File: config.mk
export PLATFORM = sky130hd
export DESIGN_NAME = mc_ctrl_fsm_flat
export DESIGN_NICKNAME = d
export VERILOG_FILES = /design/src/rtl/mc_ctrl_fsm_if.sv /design/src/rtl/mc_ctrl_fsm.sv /design/src/flat_wrapper.sv
export SDC_FILE = /design/constraint.sdc
export NUM_CORES = 1
export LEC_CHECK = 0
export ABC_AREA = 1
export ABC_CLOCK_PERIOD_IN_PS = 4200
export CAP_MARGIN = 20
export CORE_ASPECT_RATIO = 1.4
export CORE_UTILIZATION = 40
export CTS_BUF_LIST = sky130_fd_sc_hd__clkbuf_4
export DETAILED_ROUTE_END_ITERATION = 6
export PLACE_DENSITY = 0.69
export SLEW_MARGIN = 10
export SYNTH_ARGS = -nofsm -noshare
export SYNTH_HDL_FRONTEND = slang
export SYNTH_SLANG_ARGS = --single-unit
File: constraint.sdc
create_clock -name clk -period 4.2 [get_ports clk]
set_clock_uncertainty 0.1 [all_clocks]
set_input_delay 1.26 -clock clk [delete_from_list [all_inputs] [get_ports clk]]
set_output_delay 1.26 -clock clk [all_outputs]
set_load 0.1 [all_outputs]
File: src/rtl/mc_ctrl_fsm_if.sv
// Instruction-decode interface between the memory/datapath side (master) and the
// multicycle sequencer (slave).
interface mc_ctrl_fsm_if;
   // Memory handshake: the sequencer holds mem_req (with mem_we/mem_sel stable)
   // from the first cycle of an access until the cycle in which mem_ready=1; the
   // transfer completes on that cycle's rising edge, and mem_ready is ignored
   // while mem_req=0.
   logic        start;
   logic        mem_ready;
   logic [11:0] instr_in;
   logic [3:0]  alu_flags;
   logic        dec_RegWrite;
   logic        dec_MemWrite;
   logic        dec_MemtoReg;
   logic [11:0] inst_q;
   logic [3:0]  flags_q;
   logic [2:0]  state;
   logic        mem_req;
   logic        mem_we;
   logic        mem_sel;
   logic        ir_we;
   logic        pc_we;
   logic        reg_we;
   logic        flag_we;
   logic        cond_pass;
   logic        err;

   modport master (
      output start, mem_ready, instr_in, alu_flags,
             dec_RegWrite, dec_MemWrite, dec_MemtoReg,
      input  inst_q, flags_q, state, mem_req, mem_we, mem_sel,
             ir_we, pc_we, reg_we, flag_we, cond_pass, err
   );

   modport slave (
      input  start, mem_ready, instr_in, alu_flags,
             dec_RegWrite, dec_MemWrite, dec_MemtoReg,
      output inst_q, flags_q, state, mem_req, mem_we, mem_sel,
             ir_we, pc_we, reg_we, flag_we, cond_pass, err
   );
endinterface

File: src/rtl/mc_ctrl_fsm.sv
// Multicycle control sequencer: fetches into the instruction register, holds NZCV,
// evaluates the condition field and gates decoder controls into write enables.
module mc_ctrl_fsm #(
   parameter int unsigned MAX_WAIT = 15
) (
   input logic          clk,
   input logic          rst_n,
   mc_ctrl_fsm_if.slave bus
);

   typedef enum logic [2:0] {
      S_IDLE   = 3'd0,
      S_FETCH  = 3'd1,
      S_DECODE = 3'd2,
      S_EXEC   = 3'd3,
      S_MEM    = 3'd4,
      S_WB     = 3'd5,
      S_ERR    = 3'd7
   } state_e;

   localparam logic [7:0] WAIT_LAST = 8'(MAX_WAIT - 1);

   state_e      state_q, state_d;
   logic [11:0] inst_q, inst_d;
   logic [3:0]  flags_q, flags_d;
   logic [7:0]  wait_q, wait_d;

   logic [3:0] cond;
   logic [1:0] op;
   logic       func5, func0;
   logic       flag_n, flag_z, flag_c, flag_v;
   logic       cond_pass;
   logic       in_wait_state, timeout;

   logic mem_req, mem_we, mem_sel;
   logic ir_we, pc_we, reg_we, flag_we;

   assign cond  = inst_q[11:8];
   assign op    = inst_q[7:6];
   assign func5 = inst_q[5];
   assign func0 = inst_q[0];
   assign {flag_n, flag_z, flag_c, flag_v} = flags_q;

   always_comb begin
      cond_pass = 1'b0;
      case (cond)
         4'h0: cond_pass = flag_z;
         4'h1: cond_pass = !flag_z;
         4'h2: cond_pass = flag_c;
         4'h3: cond_pass = !flag_c;
         4'h4: cond_pass = flag_n;
         4'h5: cond_pass = !flag_n;
         4'h6: cond_pass = flag_v;
         4'h7: cond_pass = !flag_v;
         4'h8: cond_pass = flag_c && !flag_z;
         4'h9: cond_pass = !flag_c || flag_z;
         4'hA: cond_pass = (flag_n == flag_v);
         4'hB: cond_pass = (flag_n != flag_v);
         4'hC: cond_pass = !flag_z && (flag_n == flag_v);
         4'hD: cond_pass = flag_z || (flag_n != flag_v);
         4'hE: cond_pass = 1'b1;
         default: cond_pass = 1'b0;
      endcase
   end

   // Enables are decoded from the current state; FETCH and EXEC/MEM/WB also look
   // at the live inputs, so these are Mealy outputs.
   always_comb begin
      mem_req = 1'b0;
      mem_we  = 1'b0;
      mem_sel = 1'b0;
      ir_we   = 1'b0;
      pc_we   = 1'b0;
      reg_we  = 1'b0;
      flag_we = 1'b0;
      case (state_q)
         S_FETCH: begin
            mem_req = 1'b1;
            if (bus.mem_ready) begin
               ir_we = 1'b1;
               pc_we = 1'b1;
            end
         end
         S_EXEC: begin
            if (op == 2'b00) begin
               reg_we  = bus.dec_RegWrite;
               flag_we = func5;
            end
         end
         S_MEM: begin
            mem_req = 1'b1;
            mem_sel = 1'b1;
            mem_we  = bus.dec_MemWrite;
         end
         S_WB: begin
            reg_we = bus.dec_RegWrite & bus.dec_MemtoReg;
         end
         default: ;
      endcase
   end

   assign in_wait_state = (state_q == S_FETCH) || (state_q == S_MEM);
   assign timeout       = in_wait_state && !bus.mem_ready && (wait_q == WAIT_LAST);

   always_comb begin
      state_d = state_q;
      inst_d  = ir_we   ? bus.instr_in  : inst_q;
      flags_d = flag_we ? bus.alu_flags : flags_q;
      // Any transition (including into FETCH/MEM) restarts the wait count.
      wait_d  = 8'd0;
      case (state_q)
         S_IDLE: begin
            if (bus.start) state_d = S_FETCH;
         end
         S_FETCH: begin
            if (bus.mem_ready)  state_d = S_DECODE;
            else if (timeout)   state_d = S_ERR;
            else                wait_d  = wait_q + 8'd1;
         end
         S_DECODE: begin
            if (!cond_pass || op[1]) state_d = S_FETCH;
            else                     state_d = S_EXEC;
         end
         S_EXEC: begin
            if (op == 2'b01) state_d = S_MEM;
            else             state_d = S_FETCH;
         end
         S_MEM: begin
            if (bus.mem_ready) state_d = func0 ? S_WB : S_FETCH;
            else if (timeout)  state_d = S_ERR;
            else               wait_d  = wait_q + 8'd1;
         end
         S_WB: begin
            state_d = S_FETCH;
         end
         S_ERR: begin
            state_d = S_ERR;
         end
         default: begin
            state_d = S_ERR;
         end
      endcase
   end

   always_ff @(posedge clk or negedge rst_n) begin
      if (!rst_n) begin
         state_q <= S_IDLE;
         inst_q  <= 12'h000;
         flags_q <= 4'h0;
         wait_q  <= 8'd0;
      end else begin
         state_q <= state_d;
         inst_q  <= inst_d;
         flags_q <= flags_d;
         wait_q  <= wait_d;
      end
   end

   assign bus.inst_q    = inst_q;
   assign bus.flags_q   = flags_q;
   assign bus.state     = state_q;
   assign bus.mem_req   = mem_req;
   assign bus.mem_we    = mem_we;
   assign bus.mem_sel   = mem_sel;
   assign bus.ir_we     = ir_we;
   assign bus.pc_we     = pc_we;
   assign bus.reg_we    = reg_we;
   assign bus.flag_we   = flag_we;
   assign bus.cond_pass = cond_pass;
   assign bus.err       = (state_q == S_ERR);

endmodule

File: src/flat_wrapper.sv
// flat-port wrapper written by rule: the top's interface ports become plain ports
module mc_ctrl_fsm_flat 
#(
   parameter int unsigned MAX_WAIT = 15
)
  (clk, rst_n, bus_start, bus_mem_ready, bus_instr_in, bus_alu_flags, bus_dec_RegWrite, bus_dec_MemWrite, bus_dec_MemtoReg, bus_inst_q, bus_flags_q, bus_state, bus_mem_req, bus_mem_we, bus_mem_sel, bus_ir_we, bus_pc_we, bus_reg_we, bus_flag_we, bus_cond_pass, bus_err);
  mc_ctrl_fsm_if bus_i ();
  input logic clk;
  input logic rst_n;
  input wire logic [$bits(bus_i.start)-1:0] bus_start;
  input wire logic [$bits(bus_i.mem_ready)-1:0] bus_mem_ready;
  input wire logic [$bits(bus_i.instr_in)-1:0] bus_instr_in;
  input wire logic [$bits(bus_i.alu_flags)-1:0] bus_alu_flags;
  input wire logic [$bits(bus_i.dec_RegWrite)-1:0] bus_dec_RegWrite;
  input wire logic [$bits(bus_i.dec_MemWrite)-1:0] bus_dec_MemWrite;
  input wire logic [$bits(bus_i.dec_MemtoReg)-1:0] bus_dec_MemtoReg;
  output wire logic [$bits(bus_i.inst_q)-1:0] bus_inst_q;
  output wire logic [$bits(bus_i.flags_q)-1:0] bus_flags_q;
  output wire logic [$bits(bus_i.state)-1:0] bus_state;
  output wire logic [$bits(bus_i.mem_req)-1:0] bus_mem_req;
  output wire logic [$bits(bus_i.mem_we)-1:0] bus_mem_we;
  output wire logic [$bits(bus_i.mem_sel)-1:0] bus_mem_sel;
  output wire logic [$bits(bus_i.ir_we)-1:0] bus_ir_we;
  output wire logic [$bits(bus_i.pc_we)-1:0] bus_pc_we;
  output wire logic [$bits(bus_i.reg_we)-1:0] bus_reg_we;
  output wire logic [$bits(bus_i.flag_we)-1:0] bus_flag_we;
  output wire logic [$bits(bus_i.cond_pass)-1:0] bus_cond_pass;
  output wire logic [$bits(bus_i.err)-1:0] bus_err;
  assign bus_i.start = bus_start;
  assign bus_i.mem_ready = bus_mem_ready;
  assign bus_i.instr_in = bus_instr_in;
  assign bus_i.alu_flags = bus_alu_flags;
  assign bus_i.dec_RegWrite = bus_dec_RegWrite;
  assign bus_i.dec_MemWrite = bus_dec_MemWrite;
  assign bus_i.dec_MemtoReg = bus_dec_MemtoReg;
  assign bus_inst_q = bus_i.inst_q;
  assign bus_flags_q = bus_i.flags_q;
  assign bus_state = bus_i.state;
  assign bus_mem_req = bus_i.mem_req;
  assign bus_mem_we = bus_i.mem_we;
  assign bus_mem_sel = bus_i.mem_sel;
  assign bus_ir_we = bus_i.ir_we;
  assign bus_pc_we = bus_i.pc_we;
  assign bus_reg_we = bus_i.reg_we;
  assign bus_flag_we = bus_i.flag_we;
  assign bus_cond_pass = bus_i.cond_pass;
  assign bus_err = bus_i.err;
  mc_ctrl_fsm #(.MAX_WAIT(MAX_WAIT)) u_core (.clk(clk), .rst_n(rst_n), .bus(bus_i));
endmodule
After elaboration in Yosys (flattened, before gate mapping) --
Index checks and enable logic that the tools add are counted.
Word-level totals: bits in registers 27, bits in latches 0, RAM bits 0, ROM bits 0, input bits 23, output and inout bits 28, word-level logic and storage cells 70, memories 0
Operators by class: add/sub/neg operators 1, multiply operators 0, div/mod/pow operators 0, magnitude comparators 0, equality and inequality tests 25, shift operators 0, muxes and demuxes 21, bitwise operators 1, reductions and logical operators 18
Operators with widths (count):
- 4-bit == test, second input constant | 7
- 8-bit 2-to-1 mux | 3
- 3-bit 2-to-1 mux | 6
- 3-bit one-hot mux with 6 select lines | 1
- 4-bit by 3-bit == test with 1-bit output, second input constant | 4
- 1-bit one-hot mux with 15 select lines | 1
- 3-bit == test, second input constant | 3
- 8-bit by 1-bit adder with 8-bit output, second input constant | 1
- 4-bit by 2-bit == test with 1-bit output, second input constant | 2
- 8-bit by 4-bit == test with 1-bit output, second input constant | 1
- 1-bit 2-to-1 mux | 8
- 3-bit by 2-bit == test with 1-bit output, second input constant | 2
- 1-bit logical NOT | 6
- 4-bit by 1-bit == test with 1-bit output, second input constant | 1
- 1-bit logical AND | 4
- 4-bit logical NOT | 1
- 1-bit logical OR | 4
- 3-bit by 1-bit == test with 1-bit output, second input constant | 1
- 3-bit logical NOT | 1
- 2-bit by 1-bit == test with 1-bit output, second input constant | 1
- 2-bit logical NOT | 1
- 2-bit 2-to-1 mux | 1
- 2-bit inequality test, second input constant | 1
- 1-bit one-hot mux with 2 select lines | 1
- other kinds (4) | 4

Depth between registers and ports, before layout --
Gate-level depths: netlist (run 1).
depth in word-level cells 7, gate-level depth with buffers 10, depth with buffers taken out 10

Worst setup path after synthesis (run 1) --
OpenSTA, ideal clock, no wires.
kind register to output, from reg u_core.state_q[1], in the netlist u_core.bus.state[1], to out bus_err, arrival time 3.344 ns, required time 2.840 ns, path slack -0.504 ns, cell stages (with the launch flop) 3, cell sequence dfrtp_1 > inv_1 > nor3_1
On the way: word-level cells in the longest chain between the ends 1
RTL lines:
- start, declared | line mc_ctrl_fsm.sv:23 | state_e state_q, state_d;
- start signal, assigned | line mc_ctrl_fsm.sv:152 | state_q <= state_d;
- 3-bit == test | line mc_ctrl_fsm.sv:170 | assign bus.err = (state_q == S_ERR);
- end, declared | line flat_wrapper.sv:28 | output wire logic [$bits(bus_i.err)-1:0] bus_err;
No other way between the ends.

Final worst setup path (run 1) --
from in bus_mem_ready, to out bus_pc_we
On the way: word-level cells in the longest chain between the ends 2
RTL lines:
- start, declared | line flat_wrapper.sv:11 | input wire logic [$bits(bus_i.mem_ready)-1:0] bus_mem_ready;
- 1-bit 2-to-1 mux | line mc_ctrl_fsm.sv:79 | if (bus.mem_ready) begin
- 1-bit 2-to-1 mux | line mc_ctrl_fsm.sv:76 | case (state_q)
- end, declared | line flat_wrapper.sv:24 | output wire logic [$bits(bus_i.pc_we)-1:0] bus_pc_we;
No other way between the ends.

==> flow_summary.yaml, run 1 <==
global_route:
  grt_pass1_wl_um: 5560
  grt_max_degree: 28
  antenna_found_initial: 0
  grt.overflow.total: 0
  first_global_vias: 1281
  track_usage_pct: 18.6
clock_network:
  clock-sinks: 27
  cts_tree: "done"
  post_cts_buffers: 0
  clkTransAtPathRegs_ps: 130
  cts_buffer_depth: 2
  clock_latency_ps: 310
  htree_levels: 1
  clockRootBuffer: "clkbuf_4"
  cts_hold_buf: 0
  cts_buffers: 3
  cts_resized: 0
synth:
  ys.warnings.count: 0
  syn_inst: 202
  synth.yosys.seq_area_share_pct: 44.7
  avgSynthCellArea_um2: 7.48
  synth_nets: 227
  ys_seq_elements: 27
  synth_cell_types: 28
  syn-cell-area_mm2: 0.00151
timing:
  slew_viol_final: 0
  max_clock_freq_mhz: 272
  setup_viol: 0
  period_share_pct: 87.6
  finalCriticalPeriod_ps: 3680
  tns_ps: 0
  hold_violations: 0
  maxSlewHeadroom_pct: 34.4
  rsz0062_at_grt: "no"
  worst_slew_pin_slew_ps: 981
floorplan:
  chipHeight_um: 74.7
  core-area_mm2: 0.00364
  start_util_pct: 41.5
  dieArea_mm2: 0.00403
  die_x_um: 54.0
  io_pins: 51
  num_rows: 26
placed_design:
  hpwl_um: 2640
  port_buffers: 50
  gp_congestion: 0.870
detailed_routing:
  drtIter0Drc: 29
  ant_nets: 0
  drc: 0
  via_per_inst: 4.78
  drt-wirelength-per-cell_um: 11.2
  vias: 1420
  routed_wirelength_um: 3330
  first_pass_iters: 4
status:
  status: "finished clean"
worst_setup_path:
  r2r_end: "u_core.bus.inst_q[1]"
  r2r-start: "u_core.bus.state[0]"
  worstPathArrival_ps: 2320
  worstSetupStartpointType: "input pin"
  cp-endpoint: "bus_pc_we"
  cp-end-kind: "output pin"
  cp_max_fo: 3
  r2r_cells: 8
  worst-endpoint-required_ps: 2840
  crit_start: "bus_mem_ready"
  reg2reg_setup_slack_ps: 2410
  path_class: "in2out"
layout:
  mostFrequentLayoutCells: "nand2_1 (67), clkdlybuf4s50_1 (38), dfrtp_1 (27), nor2_1 (23), inv_1 (21)"
  mostFrequentLayoutCell: "nand2_1"
  drive_gt1_share_pct: 11.4
  utilization_pct: 57.9
  diodes: 0
  area_growth_pct: 39.7
  fin_nets: 281
job:
  max_cap_violations: 0
hold_path:
  hold_path_class: "reg2reg"
power_and_ir_drop:
  p_leak_nw: 1.02
  powerDensity_mw_per_mm2: 241
  ir_drop_mv: 0.229
[logic make-up (layout without fill, tap and decap cells)]
kind of cell             after synthesis  count (layout)  synth area share [%]
AND/OR/NAND/NOR                      122             122                  35.9
flip-flops                            27              27                  44.7
buffers and inverters                 27              80                  7.53
AO/OA/AOI/OAI                         23              23                  9.60
adder cells (fa/ha/maj)                2               2                  1.66
XOR/XNOR                               1               1                 0.580
[power by group]
part           leakage [nW]  internal [mW]  total [mW]  switching [mW]
combinational         0.685         0.0370       0.119          0.0821
sequential            0.318          0.266       0.274         0.00769
clock                0.0184         0.0435       0.116          0.0726
[synth_stat cells (all sizes together)]
master / n / area, um^2
inv: 24 / 90.1
dfrtp: 27 / 676
o21a: 1 / 7.51
nor2: 25 / 109
ha: 2 / 25.0
nor3b: 4 / 30.0
a21oi: 6 / 33.8
a21boi: 1 / 7.51
o21ai: 12 / 60.1
o2111ai: 1 / 8.76
nand2: 69 / 274
xor2: 1 / 8.76
nor4: 1 / 6.26
nand3: 17 / 90.1
nor3: 4 / 20.0
o211ai: 1 / 21.3
nand3b: 1 / 7.51
and3: 1 / 6.26
a31oi: 1 / 6.26
buf: 3 / 23.8
[registers in the layout, indices dropped and copies added (netlist names)]
signal / count
u_core.bus.flags_q: 4
u_core.bus.state: 3
u_core.wait_q: 8
u_core.bus.inst_q: 12
[how the worst min path moves through the flow]
stage                               from              endpoint  slack, ps  depth (start not counted)
floorplan               u_core.wait_q[0]      u_core.wait_q[0]        350                          1
global placement    u_core.bus.inst_q[1]  u_core.bus.inst_q[1]        350                          2
detailed placement  u_core.bus.inst_q[2]  u_core.bus.inst_q[2]        360                          2
CTS                 u_core.bus.inst_q[1]  u_core.bus.inst_q[1]        400                          2
global route        u_core.bus.inst_q[3]  u_core.bus.inst_q[3]        420                          2
finish              u_core.bus.inst_q[1]  u_core.bus.inst_q[1]        390                          2
[layout make-up]
class / count / area [um^2]
clock buffer: 4 / 30.0
fill: 361 / 1530
inverter: 24 / 90.1
multi-input combinational: 148 / 727
sequential: 27 / 676
tap: 42 / 52.6
timing repair buffer: 52 / 536
[through the flow]
| step | power [mW] | cell area [um^2] | hold WS [ps] | setup WS, ps | std cells |
|---|---|---|---|---|---|
| floorplan | 0.352 | 1520 | 355 | 133 | 202 |
| global placement | 0.399 | 2080 | 353 | 516 | 293 |
| detailed placement | 0.399 | 2080 | 362 | 515 | 293 |
| CTS | 0.517 | 2110 | 400 | 510 | 297 |
| global route | 0.534 | 2110 | 417 | 446 | 297 |
| finish | 0.509 | 2110 | 393 | 519 | 297 |
[worst max-delay path, cell delays in order]
cell,delay [ps]
clkdlybuf4s50_1,500
inv_1,120
nor2_4,230
buf_12,210
[routing by layer]
layer  global-route usage [%]  part of all wire (%)
met5                        0                     0
met4                     5.26                  0.75
met3                     1.82                   3.4
met2                     35.1                    53
met1                     21.4                    43
Power figures use the tool's default switching activity.
==> run 2, diff against run 1 <==
- CORE_MARGIN: default -> 1.5
==> run 2 against run 1 <==
  * Clock power barely moved
  * Highest routed layer unchanged
  * Largest cell class unchanged
  * Non-clock buffer count unchanged
  * Register-to-register slack better by 20 ps
  * Sequential cell count unchanged
  * Critical path type unchanged
  * Combinational power about the same
  * Sequential share of layout area unchanged
==> flow_summary.yaml, run 2 (same netlist as run 1, synthesis figures left out) <==
status:
  status: "finished clean"
floorplan:
  core-area_mm2: 0.00364
  start_util_pct: 41.5
  io_pins: 51
  chipHeight_um: 75.7
  num_rows: 26
  dieArea_mm2: 0.00416
  die_x_um: 55.0
clock_network:
  clockRootBuffer: "clkbuf_4"
  cts_resized: 0
  clkTransAtPathRegs_ps: 130
  htree_levels: 1
  cts_buffers: 3
  cts_hold_buf: 0
  cts_tree: "done"
  clock-sinks: 27
  clock_latency_ps: 330
  cts_buffer_depth: 2
  post_cts_buffers: 0
worst_setup_path:
  cp_max_fo: 6
  worst-endpoint-required_ps: 2840
  r2r_cells: 8
  cp-end-kind: "output pin"
  worstPathArrival_ps: 2380
  worstSetupStartpointType: "input pin"
  path_class: "in2out"
job:
  max_cap_violations: 0
detailed_routing:
  routed_wirelength_um: 3440
  via_per_inst: 4.76
  vias: 1415
  drc: 0
  drtIter0Drc: 29
  first_pass_iters: 4
  ant_nets: 0
  drt-wirelength-per-cell_um: 11.6
timing:
  tns_ps: 0
  finalCriticalPeriod_ps: 3740
  whs_ps: 385
  max_clock_freq_mhz: 267
  slew_viol_final: 0
  period_share_pct: 89.2
  rsz0062_at_grt: "no"
  maxSlewHeadroom_pct: 34.4
  setup_viol: 0
  worst_slew_pin_slew_ps: 981
  hold_violations: 0
layout:
  utilization_pct: 57.9
  seq_area_um2: 676
  area_growth_pct: 39.7
  largest_reg_flops: 12
  design_area_mm2: 0.00211
  top_register: "u_core.bus.inst_q"
  reg_top3: "u_core.bus.inst_q x12, u_core.wait_q x8, u_core.bus.flags_q x4"
  mostFrequentLayoutCell: "nand2_1"
  multi_input_comb_area_um2: 727
  diodes: 0
  mostFrequentLayoutCells: "nand2_1 (67), clkdlybuf4s50_1 (38), dfrtp_1 (27), nor2_1 (23), inv_1 (21)"
  fin_nets: 281
  fillers: 364
  drive_gt1_share_pct: 11.4
power_and_ir_drop:
  p_leak_nw: 1.02
  ir_drop_mv: 0.213
  power.total_uw: 512
  powerDensity_mw_per_mm2: 242
global_route:
  met3_usage_pct: 2.75
  first_global_vias: 1342
  top_usage_layer: "met2"
  grt_pass1_wl_um: 5720
  grtUsageMet2_pct: 33.5
  grt_max_degree: 28
  globalRouteMet1Util_pct: 21.6
  antenna_found_initial: 0
  track_usage_pct: 18.9
  grt.overflow.total: 0
hold_path:
  hold_path_class: "reg2reg"
  hold-path-cell-count: 2
placed_design:
  gp_congestion: 0.824
  postPlaceCellArea_mm2: 0.00208
  hpwl_um: 2770
  port_buffers: 50
[run 2: cell counts in the layout (fill, tap and decap cells not counted)]
Identical to the previous run, type by type.
[run 2: per-stage QoR]
step	instances	setup slack, ps
after floorplan	202	133
after global placement	293	474
after detailed placement	293	453
after CTS	297	451
after global routing	297	415
final	297	455
[run 2: worst max-delay path, cell delays in order]
cell and delay [ps]:
clkdlybuf4s50_1 520, inv_1 140, nor2_4 250, buf_12 210
[run 2: layer usage]
| metal | share of wire, % | vias up |
|---|---|---|
| li1 | - | 744 |
| met1 | 41 | 635 |
| met2 | 53 | 31 |
| met3 | 3.5 | 5 |
| met4 | 1.8 | 0 |
| met5 | 0 | - |
[run 2: cell type report]
cell class	instances	share of cell area (%)
clock buffer	4	1.42
sequential	27	32.0
multi-input combinational	148	34.4
timing repair buffer	52	25.4
tap	42	2.49
inverter	24	4.27
[run 2: where the power goes]
| part | switching [mW] | total (mW) | internal [mW] |
|---|---|---|---|
| logic | 0.0825 | 0.120 | 0.0370 |
| clock network | 0.0745 | 0.118 | 0.0437 |
| registers | 0.00770 | 0.274 | 0.266 |
[run 2: worst paths after layout]
kind	startpoint	to	slack (ps)
setup / recovery	bus_mem_ready	bus_pc_we	460
hold / removal	u_core.bus.inst_q[2]	u_core.bus.inst_q[2]	390
setup reg to reg	u_core.bus.state[0]	u_core.bus.inst_q[6]	2430
hold reg to reg	u_core.bus.inst_q[2]	u_core.bus.inst_q[2]	390
max in group asynchronous	rst_n	u_core.bus.flags_q[3]	2560
min in group asynchronous	rst_n	u_core.wait_q[1]	1180
==> run 3, diff against run 2 <==
- REMOVE_ABC_BUFFERS: default -> 1
==> run 3 against run 2 <==
  * Clock power increased by 4%
  * Power increased by 1.1%
  * Non-clock buffer count unchanged
  * Worst setup slack better by 58 ps
  * Final area shrank 0.30%
  * Sequential power about the same
  * Global-route usage is 1.1 points higher
  * First-iteration DRC count is 24% lower
  * Via count up 2.0%
  * Critical endpoint is now bus_ir_we
==> flow_summary.yaml, run 3 (same netlist as run 1, synthesis figures left out) <==
status:
  status: "finished clean"
detailed_routing:
  drtIter0Drc: 22
  drt-wirelength-per-cell_um: 12.5
  vias: 1444
  drc: 0
  ant_nets: 0
  first_pass_iters: 4
  routed_wirelength_um: 3720
  via_per_inst: 4.86
worst_setup_path:
  critPathSlowestCell: "clkdlybuf4s50_1"
  cp-end-kind: "output pin"
  cp-endpoint: "bus_ir_we"
  path_class: "in2out"
  r2r_cells: 8
  reg2reg_setup_slack_ps: 2450
  cp_max_fo: 3
  worst-endpoint-required_ps: 2840
  worstPathArrival_ps: 2330
  r2r-start: "u_core.bus.state[0]"
  crit_start: "bus_mem_ready"
  worstSetupStartpointType: "input pin"
  r2r_end: "u_core.bus.inst_q[0]"
  slowest_delay_ps: 520
  worstPathCellList: "clkdlybuf4s50_1 -> inv_1 -> nor2_4 -> buf_12"
timing:
  worst_slew_pin_slew_ps: 971
  maxSlewHeadroom_pct: 35.0
  setup_slack_ps: 513
  period_share_pct: 87.8
  finalCriticalPeriod_ps: 3690
  hold_violations: 0
  setup_viol: 0
  rsz0062_at_grt: "no"
  slew_viol_final: 0
  whs_ps: 387
  max_clock_freq_mhz: 271
job:
  max_cap_violations: 0
clock_network:
  cts_resized: 0
  cts_buffer_depth: 2
  clockRootBuffer: "clkbuf_4"
  cts_hold_buf: 0
  clock-sinks: 27
  cts_buffers: 3
  post_cts_buffers: 0
  clkTransAtPathRegs_ps: 160
  cts_tree: "done"
  htree_levels: 1
  clock_latency_ps: 340
power_and_ir_drop:
  p_leak_nw: 1.02
  ir_drop_mv: 0.197
  powerDensity_mw_per_mm2: 246
global_route:
  grt.overflow.total: 0
  grt_max_degree: 28
  track_usage_pct: 19.9
  first_global_vias: 1391
  grt_pass1_wl_um: 6080
  antenna_found_initial: 0
layout:
  drive_gt1_share_pct: 11.4
  fin_nets: 281
  mostFrequentLayoutCell: "nand2_1"
  reg_top3: "u_core.bus.inst_q x12, u_core.wait_q x8, u_core.bus.flags_q x4"
  fillers: 336
  top_register: "u_core.bus.inst_q"
  diodes: 0
  area_growth_pct: 39.2
  mostFrequentLayoutCells: "nand2_1 (67), clkdlybuf4s50_1 (37), dfrtp_1 (27), nor2_1 (23), inv_1 (21)"
  seq_area_um2: 676
  largest_reg_flops: 12
  multi_input_comb_area_um2: 722
floorplan:
  chipHeight_um: 75.7
  dieArea_mm2: 0.00416
  core-area_mm2: 0.00364
  start_util_pct: 41.5
  io_pins: 51
  die_x_um: 55.0
  num_rows: 26
placed_design:
  gp_congestion: 0.761
  port_buffers: 50
  pre_cts_ws_ps: 512
  hpwl_um: 2860
hold_path:
  hold_path_class: "reg2reg"
-- run 3: worst min path at each step --
stage | startpoint | end | slack, ps | depth (start not counted)
final | u_core.bus.inst_q[1] | u_core.bus.inst_q[1] | 390 | 2
after global routing | u_core.wait_q[0] | u_core.wait_q[0] | 420 | 1
after CTS | u_core.bus.inst_q[1] | u_core.bus.inst_q[1] | 390 | 2
after detailed placement | u_core.bus.inst_q[1] | u_core.bus.inst_q[1] | 360 | 2
after global placement | u_core.bus.inst_q[1] | u_core.bus.inst_q[1] | 350 | 2
after floorplan | u_core.wait_q[0] | u_core.wait_q[0] | 350 | 1
-- run 3: layer usage --
| layer | vias up | GRT usage [%] | wire length, um |
|---|---|---|---|
| met1 | 647 | 23.6 | 1540 |
| li1 | 754 | - | - |
| met3 | 6 | 2.35 | 146 |
| met5 | - | 0 | 0 |
| met4 | 0 | 7.05 | 68 |
| met2 | 37 | 36.1 | 1970 |
-- run 3: cell type report --
class	instances	share of cell area, %
Multi-Input combinational cell	148	34.3
Sequential cell	27	32.1
Timing Repair Buffer	52	25.3
Inverter	24	4.28
Tap cell	42	2.50
Clock buffer	3	1.07
Clock inverter	1	0.416
-- run 3: worst max-delay path: cells and delay by family --
kind          cells  cell delay (ps)
simple gates      1              210
buf+inv           3              860
-- run 3: stage by stage --
stage               instances  TNS, ps  total power, mW  utilization, %  cell area [um^2]
global route              297        0            0.542            57.8              2100
finish                    297        0            0.517            57.8              2100
CTS                       297        0            0.524            57.8              2100
global placement          293        0            0.399            56.9              2070
floorplan                 199     -504            0.352               -              1490
detailed placement        293        0            0.400            56.9              2070
-- run 3: power breakdown --
part / internal, mW / total, mW / switching [mW]
clock: 0.0390 / 0.123 / 0.0843
sequential: 0.266 / 0.274 / 0.00774
combinational: 0.0368 / 0.120 / 0.0831
total: 0.342 / 0.517 / 0.175
